## config.mk

```make
export PLATFORM = sky130hd
export DESIGN_NAME = pipe_skid_reg
export DESIGN_NICKNAME = d
export VERILOG_FILES = /design/src/rtl/pipe_skid_reg.sv
export SDC_FILE = /design/constraint.sdc
export NUM_CORES = 1
export LEC_CHECK = 0
export BUFFER_PORTS_ARGS = -buffer_cell sky130_fd_sc_hd__buf_2
export CAP_MARGIN = 20
export CORE_ASPECT_RATIO = 1.2
export CORE_MARGIN = 5
export CORE_UTILIZATION = 25
export CTS_BUF_LIST = sky130_fd_sc_hd__clkbuf_16
export DETAILED_ROUTE_END_ITERATION = 8
export GPL_ROUTABILITY_DRIVEN = 0
export GPL_TIMING_DRIVEN = 0
export HOLD_SLACK_MARGIN = 0.08
export PLACE_DENSITY = 0.5
export SYNTH_ARGS = -nofsm -noshare
export SYNTH_HDL_FRONTEND = slang
export SYNTH_SLANG_ARGS = --single-unit
```

## constraint.sdc

```tcl
create_clock -name clk -period 4.95 [get_ports clk]
set_clock_uncertainty 0.2 [all_clocks]
set_input_delay 0.99 -clock clk [delete_from_list [all_inputs] [get_ports clk]]
set_output_delay 0.99 -clock clk [all_outputs]
set_load 0.02 [all_outputs]
```

## src/rtl/pipe_skid_reg.sv

```systemverilog
// ============================================================================
// Module   : pipe_skid_reg
// Brief    : Two-entry skid register with a registered in_ready, flush,
//            BUBBLE_VAL on empty output and a saturating stall counter.
// Revision : 1.0 - initial release
// ============================================================================
`default_nettype none

module pipe_skid_reg #(
  parameter int                DATA_W     = 64,
  parameter logic [DATA_W-1:0] BUBBLE_VAL = '0,
  parameter int                CNT_W      = 16
) (
  input  logic              clk,
  input  logic              rst,
  input  logic              flush,
  input  logic              in_valid,
  output logic              in_ready,
  input  logic [DATA_W-1:0] in_data,
  output logic              out_valid,
  input  logic              out_ready,
  output logic [DATA_W-1:0] out_data,
  output logic [CNT_W-1:0]  stall_cnt
);

  localparam logic [1:0] c_EMPTY = 2'd0;
  localparam logic [1:0] c_ONE   = 2'd1;
  localparam logic [1:0] c_FULL  = 2'd2;

  localparam logic [CNT_W-1:0] c_CNT_ONE = {{(CNT_W-1){1'b0}}, 1'b1};
  localparam logic [CNT_W-1:0] c_CNT_MAX = {CNT_W{1'b1}};

  logic [1:0]        state_q, state_d;
  logic [DATA_W-1:0] main_q, main_d;
  logic [DATA_W-1:0] skid_q, skid_d;
  logic              in_ready_q, in_ready_d;
  logic [CNT_W-1:0]  stall_q, stall_d;

  logic w_in_fire;
  logic w_out_fire;
  logic w_out_valid;

  assign w_out_valid = (state_q != c_EMPTY);
  assign w_in_fire   = in_valid & in_ready_q;
  assign w_out_fire  = w_out_valid & out_ready;

  always_comb begin
    state_d = state_q;
    main_d  = main_q;
    skid_d  = skid_q;
    if (flush) begin
      state_d = c_EMPTY;
      main_d  = BUBBLE_VAL;
      skid_d  = BUBBLE_VAL;
    end else begin
      case (state_q)
        c_EMPTY: begin
          if (w_in_fire) begin
            state_d = c_ONE;
            main_d  = in_data;
          end
        end
        c_ONE: begin
          if (w_in_fire && w_out_fire) begin
            main_d = in_data;
          end else if (w_in_fire) begin
            state_d = c_FULL;
            skid_d  = in_data;
          end else if (w_out_fire) begin
            // Going empty: main must read as a bubble from the next cycle on.
            state_d = c_EMPTY;
            main_d  = BUBBLE_VAL;
          end
        end
        c_FULL: begin
          if (w_out_fire) begin
            state_d = c_ONE;
            main_d  = skid_q;
            skid_d  = BUBBLE_VAL;
          end
        end
        default: begin
          state_d = c_EMPTY;
          main_d  = BUBBLE_VAL;
          skid_d  = BUBBLE_VAL;
        end
      endcase
    end
  end

  // Ready is derived from the next state so it is a flop with no out_ready path.
  assign in_ready_d = (state_d != c_FULL);

  always_comb begin
    stall_d = stall_q;
    if (w_out_valid && !out_ready && !flush && (stall_q != c_CNT_MAX)) begin
      stall_d = stall_q + c_CNT_ONE;
    end
  end

  always_ff @(posedge clk or posedge rst) begin
    if (rst) begin
      state_q    <= c_EMPTY;
      main_q     <= BUBBLE_VAL;
      skid_q     <= BUBBLE_VAL;
      in_ready_q <= 1'b1;
      stall_q    <= '0;
    end else begin
      state_q    <= state_d;
      main_q     <= main_d;
      skid_q     <= skid_d;
      in_ready_q <= in_ready_d;
      stall_q    <= stall_d;
    end
  end

  assign in_ready  = in_ready_q;
  assign out_valid = w_out_valid;
  assign out_data  = main_q;
  assign stall_cnt = stall_q;

endmodule

`default_nettype wire

```

==> results of run 1 <==
[worst min path at each step]
stage	from	depth (start not counted)	slack (ns)	end
floorplan	skid_q[0]$_DFFE_PP0P_	2	0.30	skid_q[0]$_DFFE_PP0P_
global placement	out_data[5]$_DFFE_PP0P_	1	0.27	out_data[5]$_DFFE_PP0P_
detailed placement	out_data[39]$_DFFE_PP0P_	1	0.27	out_data[39]$_DFFE_PP0P_
CTS	out_data[58]$_DFFE_PP0P_	1	0.29	out_data[58]$_DFFE_PP0P_
global route	out_data[29]$_DFFE_PP0P_	1	0.30	out_data[29]$_DFFE_PP0P_
finish	out_data[58]$_DFFE_PP0P_	1	0.28	out_data[58]$_DFFE_PP0P_
[power by group]
part           leakage (nW)  switching (mW)  internal (mW)
sequential             1.99          0.0629           1.29
clock                 0.309           0.539          0.891
combinational          1.81           0.309          0.186
total                  4.11           0.911           2.37
[cell usage after synthesis]
library cell  instances
or3b_4                1
clkbuf_1             12
o21bai_1              1
nor2_1                5
mux2i_1              64
o21ai_1               2
nor3b_2               1
dfstp_2               1
a21oi_4               1
nand2b_1              2
or2_2                 2
nand4b_1              1
and4_1                2
a22oi_1              64
nor3_2                1
nand3_1               3
buf_2                11
and3_1                5
buf_4                 1
nand3_2               1
buf_8                 1
o2bb2ai_2             7
mux2_1                1
xnor2_1              16
o21ai_0               1
nor2b_1               1
inv_1                66
nor4_1                1
a2bb2oi_1             1
dfrtp_1             146
nor3b_1               1
nand4_1               8
buf_1                 5
o2bb2ai_1            57
a21oi_1               4
ha_1                  1
a21oi_2               1
o211ai_1              4
or2_0                 1
buf_6                12
and2_1                1
nand2_1              70
[per-layer routing]
layer  vias to the layer above  routed length [µm]  global-route usage [%]
li1                       2410                   -                       -
met2                       119                8990                    20.2
met5                         -                   7                       0
met1                      2499                8650                    16.9
met3                        16                 983                    3.77
met4                         2                 211                    4.04
[logic make-up (layout without fill, tap and decap cells)]
family	Yosys count	after routing
AO/OA/AOI/OAI	143	143
adder cells (fa/ha/maj)	1	1
XOR/XNOR	16	16
AND/OR/NAND/NOR	107	107
buffers and inverters	108	294
multiplexers	65	65
flip-flops	147	147
[registers in the layout, summed over array words and instances (netlist names)]
register   cells
in_ready       1
out_data      64
skid_q        64
stall_cnt     16
state_q        2
[layout make-up]
type	count	area (µm²)
Fill cell	2756	17800
Sequential cell	147	3680
Multi-Input combinational cell	332	2500
Timing Repair Buffer	154	831
Clock buffer	17	425
Tap cell	335	419
Buffer	42	277
Inverter	66	251
Clock inverter	15	215
[cell usage in the layout, fill, tap and decap left out, drive strengths merged, types with 8 or more instances in the layout]
master and instances:
inv 68, nand4 8, mux2i 64, buf 184
clkbuf 29, a22oi 64, nand2 70, dfrtp 146
o2bb2ai 64, xnor2 16
[worst register-to-register path: cells and delay by family, from the launching register on]
family	cells	cell delay [ns]
buffers and inverters	1	0.48
AND/OR/NAND/NOR	1	0.09
flip-flops	1	0.55
AO/OA/AOI/OAI	3	0.92
==> impl_results.md, run 1 <==
* Buf/Inv on CP at 3
* Area Overhead vs Synth at 28.3%
* DRT iter0 DRCs at 225
* CTS Root Cell: clkbuf_16
* Count of different cell masters after synthesis at 42
* Mux contribution to synthesized area at 9.72%
* DR pass1 iterations at 4
* Fmax at 365 MHz
* Status: finished clean
* Worst-Margin Slew at ~0.77 ns
* Mapped Avg Cell Area at 11.4 µm²
* Post-Synth Adder-Cell Area at 0.187%
* CP most frequent cell: buf_2
* Ratio of cells with drive above 1 in the final layout at 29.1%
* CP top delay family: buffers and inverters
* LEAKAGE at 4.11 nW
* Slew margin rel. at 48.4%
* Cells after DPL at 1076
* Worst Path Arrival at around 1.6 ns
* Post-synthesis sequential area ratio at 54.9%
* CORE AREA at approximately 0.026 mm²
* CP Capture Point: out_valid
* Area after DPL at 0.00796 mm²
* Post-Syn Area at 0.00671 mm²
* # diodes at 0
* Critical path class: flop to output pin
* Initial core utilization at between 20% and 30%
* Worst path cell trace: buf_2 -> nor2_1 -> inv_1 -> buf_2
* Synth top area share at 54.5%
* Die ar. at 0.0302 mm²
* Final WS setup at ~2.2 ns
* Worst hold slack at 0.283 ns
* Post-Synth XOR/XNOR Area at 2.09%
* CTS resizes at 0
* Final worst path period share at 55.3%
* Length in cells of the worst reg-to-reg path at 5
* DIE HEIGHT at 189 µm
* Largest family of logic cells by synthesized area: compound AO/OA/AOI/OAI gates
* Final Non-Filler Cells at 1108
* Final setup viols at 0
* Vias in the first global route at 5380
* CTS tree: done
* Total global-route track usage at roughly 13%
* Routed Antenna Nets at 0
* Largest net degree at the start of global routing at 38
* Total gr overflow at 0
* Hpwl dp at 13000 µm
* DRC Markers at 0
* Crit. End Element: output pin
* Worst-Skew Late Latency at 0.43 ns
* Startpoint Class: flop
* Standard-cell rows at 65
* Total power at 3.28 mW
* H-tree Lvls at 4
* CP required at 3.76 ns
* Slowest stage cell, crit path: dfrtp_1
* IR Drop Worst-Case VDD at between 0.2 and 0.25 mV
* Clock-pin slew on the worst setup and hold paths at 0.06 ns
* Compound-cell area share of the yosys netlist at between 10% and 20%
* Pwr per Cell Area at 381 mW/mm²
* Clk sink count at 147
* Mapped Nets at 657
* Nets at 830
* Post-Synthesis Cells at ~590
* Hold Path Class: flop to flop
* Crit path from: state_q[1]$_DFF_PP0_
* Total I/O pin count at 151
* Fin Setup TNS at 0 ns
* Max_cap viols at 0
* Fraction of the mapped netlist area in simple logic gates at under 10%
* R2R setup slack at 2.63 ns
* Hold Fails Final Rpt at 0
* Slowest stage delay, CP at 0.37 ns
* Wire per inst at 17.0 µm
* Setup Buffers After CTS at 0
* Total number of cells along the worst setup path at 4
* Die width at 160 µm
* CP max FO at 10
* RSZ-0062 raised after global routing: no
* Minimum clock period at 2.74 ns
* Reg-to-reg endpoint: out_data[21]$_DFFE_PP0P_
* Total CTS buffers at 17
* R2R Path Start: in_ready$_DFF_PP1_
* Number of synthesis warnings at 0
* Post-route cell area at 0.00860 mm²
* Clk buf depth at 2
* Synth area leaders: dfrtp_1 54%, mux2i_1 9.6%, o2bb2ai_1 7.4%, a22oi_1 7.2%, nand2_1 3.9%
* First-pass GRT wire length at 30600 µm
* Routed via count at 5046
* Hold buffer count at cts at 0
* Vias per Instance at 4.55
* Final core utilization at 32.6%
* WL final at approximately 19000 µm
* Slew Limit Fails at 0
* Place WS at between 1.5 and 2 ns
* Area leader, netlist: dfrtp_1
* Register bit total from synthesis at approximately 150
* Antenna violations before repair at 1
* Count of input and output buffers at 150
Note: power is estimated with default switching activity, not from simulation.
==> inputs of run 2 (changes only) <==
--- a/config.mk
+++ b/config.mk
@@ -5,6 +5,7 @@
 export SDC_FILE = /design/constraint.sdc
 export NUM_CORES = 1
 export LEC_CHECK = 0
+export ABC_AREA = 1
 export BUFFER_PORTS_ARGS = -buffer_cell sky130_fd_sc_hd__buf_2
 export CAP_MARGIN = 20
 export CORE_ASPECT_RATIO = 1.2
@@ -15,7 +16,7 @@
 export GPL_ROUTABILITY_DRIVEN = 0
 export GPL_TIMING_DRIVEN = 0
 export HOLD_SLACK_MARGIN = 0.08
-export PLACE_DENSITY = 0.5
+export PLACE_DENSITY = 0.49
 export SYNTH_ARGS = -nofsm -noshare
 export SYNTH_HDL_FRONTEND = slang
 export SYNTH_SLANG_ARGS = --single-unit
==> constraint.sdc (replaced) <==
create_clock -name clk -period 2.25 [get_ports clk]
set_clock_uncertainty 0.2 [all_clocks]
set_input_delay 0.45 -clock clk [delete_from_list [all_inputs] [get_ports clk]]
set_output_delay 0.45 -clock clk [all_outputs]
set_load 0.02 [all_outputs]
==> run 2 against run 1 <==
- largest power group is now registers
- hold slack lost 0.18 ns
- combinational power up 150%
- synthesized cell count grew 61%
- total power rose by 110%
- flip-flop and latch count unchanged
- design area is 5.7% higher
==> impl_results.md, run 2 <==
* Status: finished clean
* Worst Path Arrival at 2.18 ns (+0.63 ns)
* Worst-Skew Late Latency at 0.44 ns (about the same)
* Pwr per Cell Area at 773 mW/mm² (+100%)
* Final setup viols at 0 (unchanged)
* Worst path cell trace: ha_1 -> inv_1 -> nor2_4 -> nand2_4 -> o21ai_4 -> inv_4 -> buf_6 -> nand2_1 -> nand2_1
* Total gr overflow at 0 (unchanged)
* DR pass1 iterations at 5 (+1)
* RSZ-0062 raised after global routing: no
* Hpwl dp at 15800 µm (+21%)
* DRC Markers at 0 (unchanged)
* Vias per Instance at 4.41 (-3.2%)
* CTS Root Cell: clkbuf_16
* Minimum clock period at 2.06 ns
* Pint at 4.87 mW (+110%)
* WL final at 22300 µm (+19%)
* Logic pwr share at 17.6% (+2.5 points)
* Total I/O pin count at 151 (unchanged)
* Final worst path period share at 91.4%
* Slew margin rel. at 59.9% (+11 points)
* Synth area leaders: dfrtp_1 51%, nand2_1 24%, nand3_1 9.6%, o21ai_1 3.6%, buf_2 2.6%
* Clk sink count at 147 (unchanged)
* Worst-Margin Slew at 0.600 ns (-0.173 ns)
* Buf/Inv on CP at 3 (unchanged)
* Count of different cell masters after synthesis at 28 (-33%)
* Die width at 164 µm (+3.0%)
* Reg-to-reg endpoint: stall_cnt[0]$_DFFE_PP0P_
* R2R setup slack at 0.19 ns (-2.44 ns)
* Die ar. at 0.0321 mm² (+6.1%)
* Routed via count at 6682 (+32%)
* CP Capture Point: stall_cnt[0]$_DFFE_PP0P_
* CORE AREA at 0.0281 mm² (+6.6%)
* Register bit total from synthesis at 147 (unchanged)
* Slowest stage cell, crit path: dfrtp_1
* Hold Path Class: input pin to flop
* Vias in the first global route at 6771 (+26%)
* Post-synth top flop: dfrtp_1
* Total number of cells along the worst setup path at 9 (+5)
* Setup Buffers After CTS at 0 (unchanged)
* Post-synth ARST share at 100% (unchanged)
* Switching Fraction at 30.6% (+2.8 points)
* CTS tree: done
* Final core utilization at 32.4% (-0.28 points)
* CP required at 2.37 ns (-1.39 ns)
* H-tree Lvls at 4 (unchanged)
* GR met3 Demand/Resource at 3.48% (-0.29 points)
* Count of input and output buffers at 150 (unchanged)
* FILL cells at 3047 (+11%)
* Startpoint Class: flop
* Hold Crit Depth at 3 (+2)
* Switching pwr at 2.15 mW (+140%)
* CP max FO at 10 (unchanged)
* Post-synthesis sequential area ratio at 51.5% (-3.4 points)
* IR Drop Worst-Case VDD at 0.460 mV (+120%)
* Hold Fails Final Rpt at 0 (unchanged)
* Total CTS buffers at 17 (unchanged)
* Ratio of cells with drive above 1 in the final layout at 21.2% (-7.9 points)
* Number of synthesis warnings at 0 (unchanged)
* R2R Path Start: stall_cnt[0]$_DFFE_PP0P_
* Final WS setup at 0.194 ns (-2.02 ns)
* Number of synthesized flops with an enable pin at 0 (unchanged)
* LEAKAGE at 4.79 nW (+17%)
* Max_cap viols at 0 (unchanged)
* Length in cells of the worst reg-to-reg path at 9 (+4)
* Clk buf depth at 2 (unchanged)
* Flop pwr share at 42.7% (+1.4 points)
* Slew Limit Fails at 0 (unchanged)
* Antenna violations before repair at 3 (+2)
* Most used routing layer: met2
* DRT iter0 DRCs at 361 (+60%)
* Largest net degree at the start of global routing at 37 (-2.6%)
* Slowest stage delay, CP at 0.41 ns (+0.04 ns)
* CP top delay family: flip-flops
* M2 GR Usage at 24.0% (+3.9 points)
* Area Overhead vs Synth at 27.2%
* Area leader, netlist: dfrtp_1
* Post-Synthesis Cells at 944 (+61%)
* Standard-cell rows at 67 (+3.1%)
* Met1 Resource Use GR at 18.9% (+2.0 points)
* Crit. End Element: flop
* Post-Syn Area at 0.00714 mm² (+6.5%)
* Sequential cell area at 0.00368 mm² (unchanged)
* Top cells by count, synth: 461 x nand2_1, 146 x dfrtp_1, 137 x nand3_1
* Synth top area share at 51.2% (-3.3 points)
* Most frequent cells in the layout: 461 x nand2_1, 187 x buf_2, 146 x dfrtp_1, 137 x nand3_1, 51 x o21ai_1
* Critical path class: flop to flop
* Count leader, synth: nand2_1
* Most common cell after layout, fill and taps aside: nand2_1
* First-pass GRT wire length at 36900 µm (+21%)
* CP most frequent cell: nand2_1
* Mapped Nets at 1014 (+54%)
* Clock-pin slew on the worst setup and hold paths at 0.06 ns (about the same)
* Nets at 1193 (+44%)
* Wire per inst at 14.7 µm (-13%)
* Fmax at 486 MHz
* DIE HEIGHT at 195 µm (+3.0%)
* Mapped Avg Cell Area at 7.57 µm² (-34%)
* Area of the multi-input gates at 0.00306 mm² (+22%)
* Total global-route track usage at 14.5% (+1.7 points)
* Crit path from: stall_cnt[0]$_DFFE_PP0P_
* Clock share of power at 39.8% (-3.8 points)
* Initial core utilization at 25.4% (about the same)
* Place WS at -0.00174 ns (-1.89 ns)
* Routed Antenna Nets at 0 (unchanged)
==> run 2: cell count changes in the layout (fill, tap and decap cells not counted), moves of 51 or more <==
cell       before  now
a22oi_1        64    0
inv_1          67   16
mux2i_1        64    0
nand2_1        70  461
nand3_1         3  137
o2bb2ai_1      57    0
==> run 2: logic make-up (layout without fill, tap and decap cells) <==
logic type / Yosys count / after routing / synth area share [%]
buffers and inverters: 84 / 275 / 5.73
flip-flops: 147 / 147 / 51.5
other: 0 / 2 / 0
AND/OR/NAND/NOR: 630 / 630 / 36.2
adder cells (fa/ha/maj): 1 / 1 / 0.175
XOR/XNOR: 8 / 8 / 0.981
AO/OA/AOI/OAI: 74 / 74 / 5.34
==> run 2: worst min path at each step <==
stage                              from                        to  slack (ns)
3_3_place_gp    out_data[2]$_DFFE_PP0P_   out_data[2]$_DFFE_PP0P_        0.26
6_report                    in_data[52]    skid_q[52]$_DFFE_PP0P_        0.10
2_1_floorplan     skid_q[0]$_DFFE_PP0P_     skid_q[0]$_DFFE_PP0P_        0.25
5_1_grt                     in_data[55]    skid_q[55]$_DFFE_PP0P_         0.1
3_5_place_dp   out_data[10]$_DFFE_PP0P_  out_data[10]$_DFFE_PP0P_        0.26
4_1_cts                     in_data[52]    skid_q[52]$_DFFE_PP0P_        0.08
==> run 2: what timing repair did <==
action                     in CTS  in global routing
hold buffers                    6                  0
hold endpoints to repair       28                  0
setup endpoints to repair       2                  0
gates resized for setup         1                  0
==> run 2: stage by stage <==
step | area (µm²) | power, mW | hold slack (ns) | instances | setup TNS (ns)
finish | 9090 | 7.02 | 0.102 | 1516 | 0
global route | 9090 | 7.42 | 0.0968 | 1516 | 0
CTS | 9080 | 7.15 | 0.0804 | 1514 | 0
detailed placement | 8450 | 4.30 | 0.261 | 1477 | -0.00174
global placement | 8370 | 4.27 | 0.259 | 1473 | -212.38
floorplan | 7150 | 3.79 | 0.253 | 944 | -35.94
==> run 2: worst register-to-register path, stage by stage (launching register included) <==
cell and delay (ns):
dfrtp_1 0.41, ha_1 0.27, inv_1 0.09, nor2_4 0.19, nand2_4 0.09, o21ai_4 0.34
inv_4 0.09, buf_6 0.16, nand2_1 0.06, nand2_1 0.05
==> run 2: final cells by class <==
class / count / area share (%)
timing repair buffer: 160 / 9.80
multi-input combinational: 713 / 33.7
inverter: 20 / 0.895
buffer: 64 / 3.65
sequential: 147 / 40.5
clock buffer: 17 / 4.68
clock inverter: 14 / 1.54
tap: 379 / 5.22
antenna: 2 / 0.0551
==> run 2: metal layers <==
metal / part of all wire [%] / wire length, µm / up-vias
met5: 0.031 / 7 / -
met4: 1.3 / 287 / 2
met3: 4.9 / 1110 / 19
met2: 48 / 10800 / 153
met1: 45 / 10100 / 3132
li1: - / - / 3376
==> run 2: power by group through the flow <==
stage	registers [mW]	clock network (mW)	logic, mW
floorplan	3.20	0	0.591
global placement	3.04	0	1.23
detailed placement	3.04	0	1.25
CTS	3.00	2.89	1.27
global route	3.03	3.00	1.40
finish	2.99	2.79	1.23
==> inputs of run 3 (changes only) <==
--- a/config.mk
+++ b/config.mk
@@ -17,6 +17,7 @@
 export GPL_TIMING_DRIVEN = 0
 export HOLD_SLACK_MARGIN = 0.08
 export PLACE_DENSITY = 0.49
+export RECOVER_POWER = 50
 export SYNTH_ARGS = -nofsm -noshare
 export SYNTH_HDL_FRONTEND = slang
 export SYNTH_SLANG_ARGS = --single-unit
==> run 3 against run 2 <==
- die area stayed put
- critical path depth unchanged
- design area decreased by 1.3%
- global-route usage unchanged
- clock power is essentially flat
- sequential power is essentially flat
- wire length about the same
- final cell count is the same
- total power shrank 0.57%
- largest cell class unchanged
- largest power group unchanged
==> impl_results.md, run 3 (synthesis results as in run 2) <==
* Fmax at 487 MHz (+0.11%)
* Die width at 164 µm (unchanged)
* Antenna violations before repair at 3 (unchanged)
* CTS tree: done
* Area Overhead vs Synth at 25.5%
* Area after DPL at 0.00845 mm² (unchanged)
* Routed via count at 6694 (+0.18%)
* Status: finished clean
* CTS Root Cell: clkbuf_16
* Minimum clock period at 2.05 ns (-0.00221 ns)
* CP most frequent cell: nand2_1
* R2R setup slack at 0.20 ns (about the same)
* Slowest stage delay, CP at 0.41 ns (about the same)
* Ratio of cells with drive above 1 in the final layout at 14.3% (-7.0 points)
* DR pass1 iterations at 5 (unchanged)
* Most frequent cells in the layout: 461 x nand2_1, 146 x dfrtp_1, 137 x nand3_1, 109 x buf_2, 89 x clkbuf_1
* RSZ-0062 raised after global routing: no
* Clock-pin slew on the worst setup and hold paths at 0.06 ns (about the same)
* Final worst path period share at 91.3% (-0.098 points)
* Total power at 6.98 mW (-0.57%)
* Startpoint Class: flop
* Crit. End Element: flop
* Standard-cell rows at 67 (unchanged)
* Max_cap viols at 0 (unchanged)
* Worst Path Arrival at 2.17 ns (about the same)
* Nets at 1193 (unchanged)
* H-tree Lvls at 4 (unchanged)
* Die ar. at 0.0321 mm² (unchanged)
* Routed Antenna Nets at 0 (unchanged)
* Worst-Margin Slew at 0.573 ns (-0.0273 ns)
* Slowest stage cell, crit path: dfrtp_1
* First-pass GRT wire length at 36900 µm (unchanged)
* R2R Path Start: stall_cnt[0]$_DFFE_PP0P_
* DRT iter0 DRCs at 358 (-0.83%)
* Vias in the first global route at 6771 (unchanged)
* Post-route cell area at 0.00896 mm² (-1.3%)
* Final Non-Filler Cells at 1516 (unchanged)
* Hold Path Origin: in_data[52]
* DIE HEIGHT at 195 µm (unchanged)
* LEAKAGE at 4.48 nW (-6.5%)
* CORE AREA at 0.0281 mm² (unchanged)
* Wire per inst at 14.7 µm (about the same)
* Critical path class: flop to flop
* Hold Fails Final Rpt at 0 (unchanged)
* CP required at 2.37 ns (about the same)
* FILL cells at 3087 (+1.3%)
* Pwr per Cell Area at 779 mW/mm² (+0.79%)
* Worst-Skew Late Latency at 0.43 ns (about the same)
* Most common cell after layout, fill and taps aside: nand2_1
* Slew Limit Fails at 0 (unchanged)
* DRC Markers at 0 (unchanged)
* Clk buf depth at 2 (unchanged)
* Worst path cell trace: ha_1 -> inv_1 -> nor2_4 -> nand2_4 -> o21ai_4 -> inv_4 -> buf_6 -> nand2_1 -> nand2_1
* Total CTS buffers at 17 (unchanged)
* Hold Crit Depth at 3 (unchanged)
* Final setup viols at 0 (unchanged)
* Initial core utilization at 25.4% (unchanged)
* Total I/O pin count at 151 (unchanged)
* Count of input and output buffers at 150 (unchanged)
* Hold EP: skid_q[52]$_DFFE_PP0P_
* Setup Buffers After CTS at 0 (unchanged)
* WL final at 22400 µm (about the same)
* Total global-route track usage at 14.5% (unchanged)
* Hpwl dp at 15800 µm (unchanged)
* Total gr overflow at 0 (unchanged)
* Largest net degree at the start of global routing at 37 (unchanged)
* IR Drop Worst-Case VDD at 0.457 mV (-0.53%)
* Length in cells of the worst reg-to-reg path at 9 (unchanged)
* Slew margin rel. at 61.7% (+1.8 points)
* CP max FO at 10 (unchanged)
* Clk sink count at 147 (unchanged)
* Hold Path Class: input pin to flop
* Vias per Instance at 4.42 (+0.18%)
* Reg-to-reg endpoint: stall_cnt[0]$_DFFE_PP0P_
* Cells after DPL at 1477 (unchanged)
run 3: cell types whose count changed in the layout (fill, tap and decap cells not counted):
cell and delta:
clkbuf_4 +2, clkbuf_1 +78, buf_2 -78, buf_12 -2
dfstp_1 +1, dfstp_2 -1
run 3: power breakdown:
| group | switching (mW) | leakage, nW | total, mW | internal [mW] |
|---|---|---|---|---|
| logic | 0.832 | 2.23 | 1.19 | 0.360 |
| registers | 0.146 | 1.98 | 3.00 | 2.85 |
| clock network | 1.17 | 0.272 | 2.79 | 1.62 |
| total | 2.15 | 4.48 | 6.98 | 4.83 |
run 3: worst max path at each step:
stage / depth (start not counted) / slack [ns] / to / from
2_1_floorplan: 1 / -0.25 / out_data[0]$_DFFE_PP0P_ / rst
3_3_place_gp: 2 / -1.47 / out_data[35]$_DFFE_PP0P_ / rst
5_1_grt: 9 / 0.002 / stall_cnt[3]$_DFFE_PP0P_ / stall_cnt[1]$_DFFE_PP0P_
3_5_place_dp: 8 / -0.002 / out_data[29]$_DFFE_PP0P_ / in_valid
6_report: 9 / 0.20 / stall_cnt[0]$_DFFE_PP0P_ / stall_cnt[0]$_DFFE_PP0P_
4_1_cts: 9 / 0.15 / stall_cnt[0]$_DFFE_PP0P_ / stall_cnt[0]$_DFFE_PP0P_
run 3: metal layers:
layer / wire length (µm) / vias to the layer above / GRT usage, %
met3: 1080 / 19 / 3.48
met2: 10700 / 146 / 24.0
met4: 285 / 2 / 3.82
li1: - / 3378 / -
met5: 7 / - / 0
met1: 10200 / 3149 / 18.9
run 3: timing repair:
action	CTS	global route
gates resized for setup	1	0
endpoints found under the setup margin	2	0
hold endpoints to repair	28	0
hold buffers	6	0
run 3: layout make-up:
class	count	area [µm²]	share of cell area (%)
inverters	20	81.3	0.907
well taps	379	474	5.29
plain buffers	64	332	3.70
diodes	2	5.00	0.0558
clock inverters	14	140	1.56
flip-flops and latches	147	3680	41.1
repair buffers	160	768	8.57
multi-input cells	713	3060	34.1
clock buffers	17	425	4.75
run 3: critical path, delay by kind of cell, from the launching register on:
kind            cells  cell delay (ns)
flops               1             0.41
simple gates        4             0.39
compound gates      1             0.34
buf+inv             3             0.34
fa+ha+maj           1             0.26
run 3: per-stage QoR:
step	hold slack [ns]	utilization, %	setup TNS, ns	setup WS [ns]
after floorplan	0.253	-	-35.94	-0.246
after global placement	0.259	29.8	-212.38	-1.47
after detailed placement	0.261	30.1	-0.00174	-0.00174
after CTS	0.0804	32.3	0	0.148
after global routing	0.0968	31.9	0	0.00210
final	0.103	31.9	0	0.196
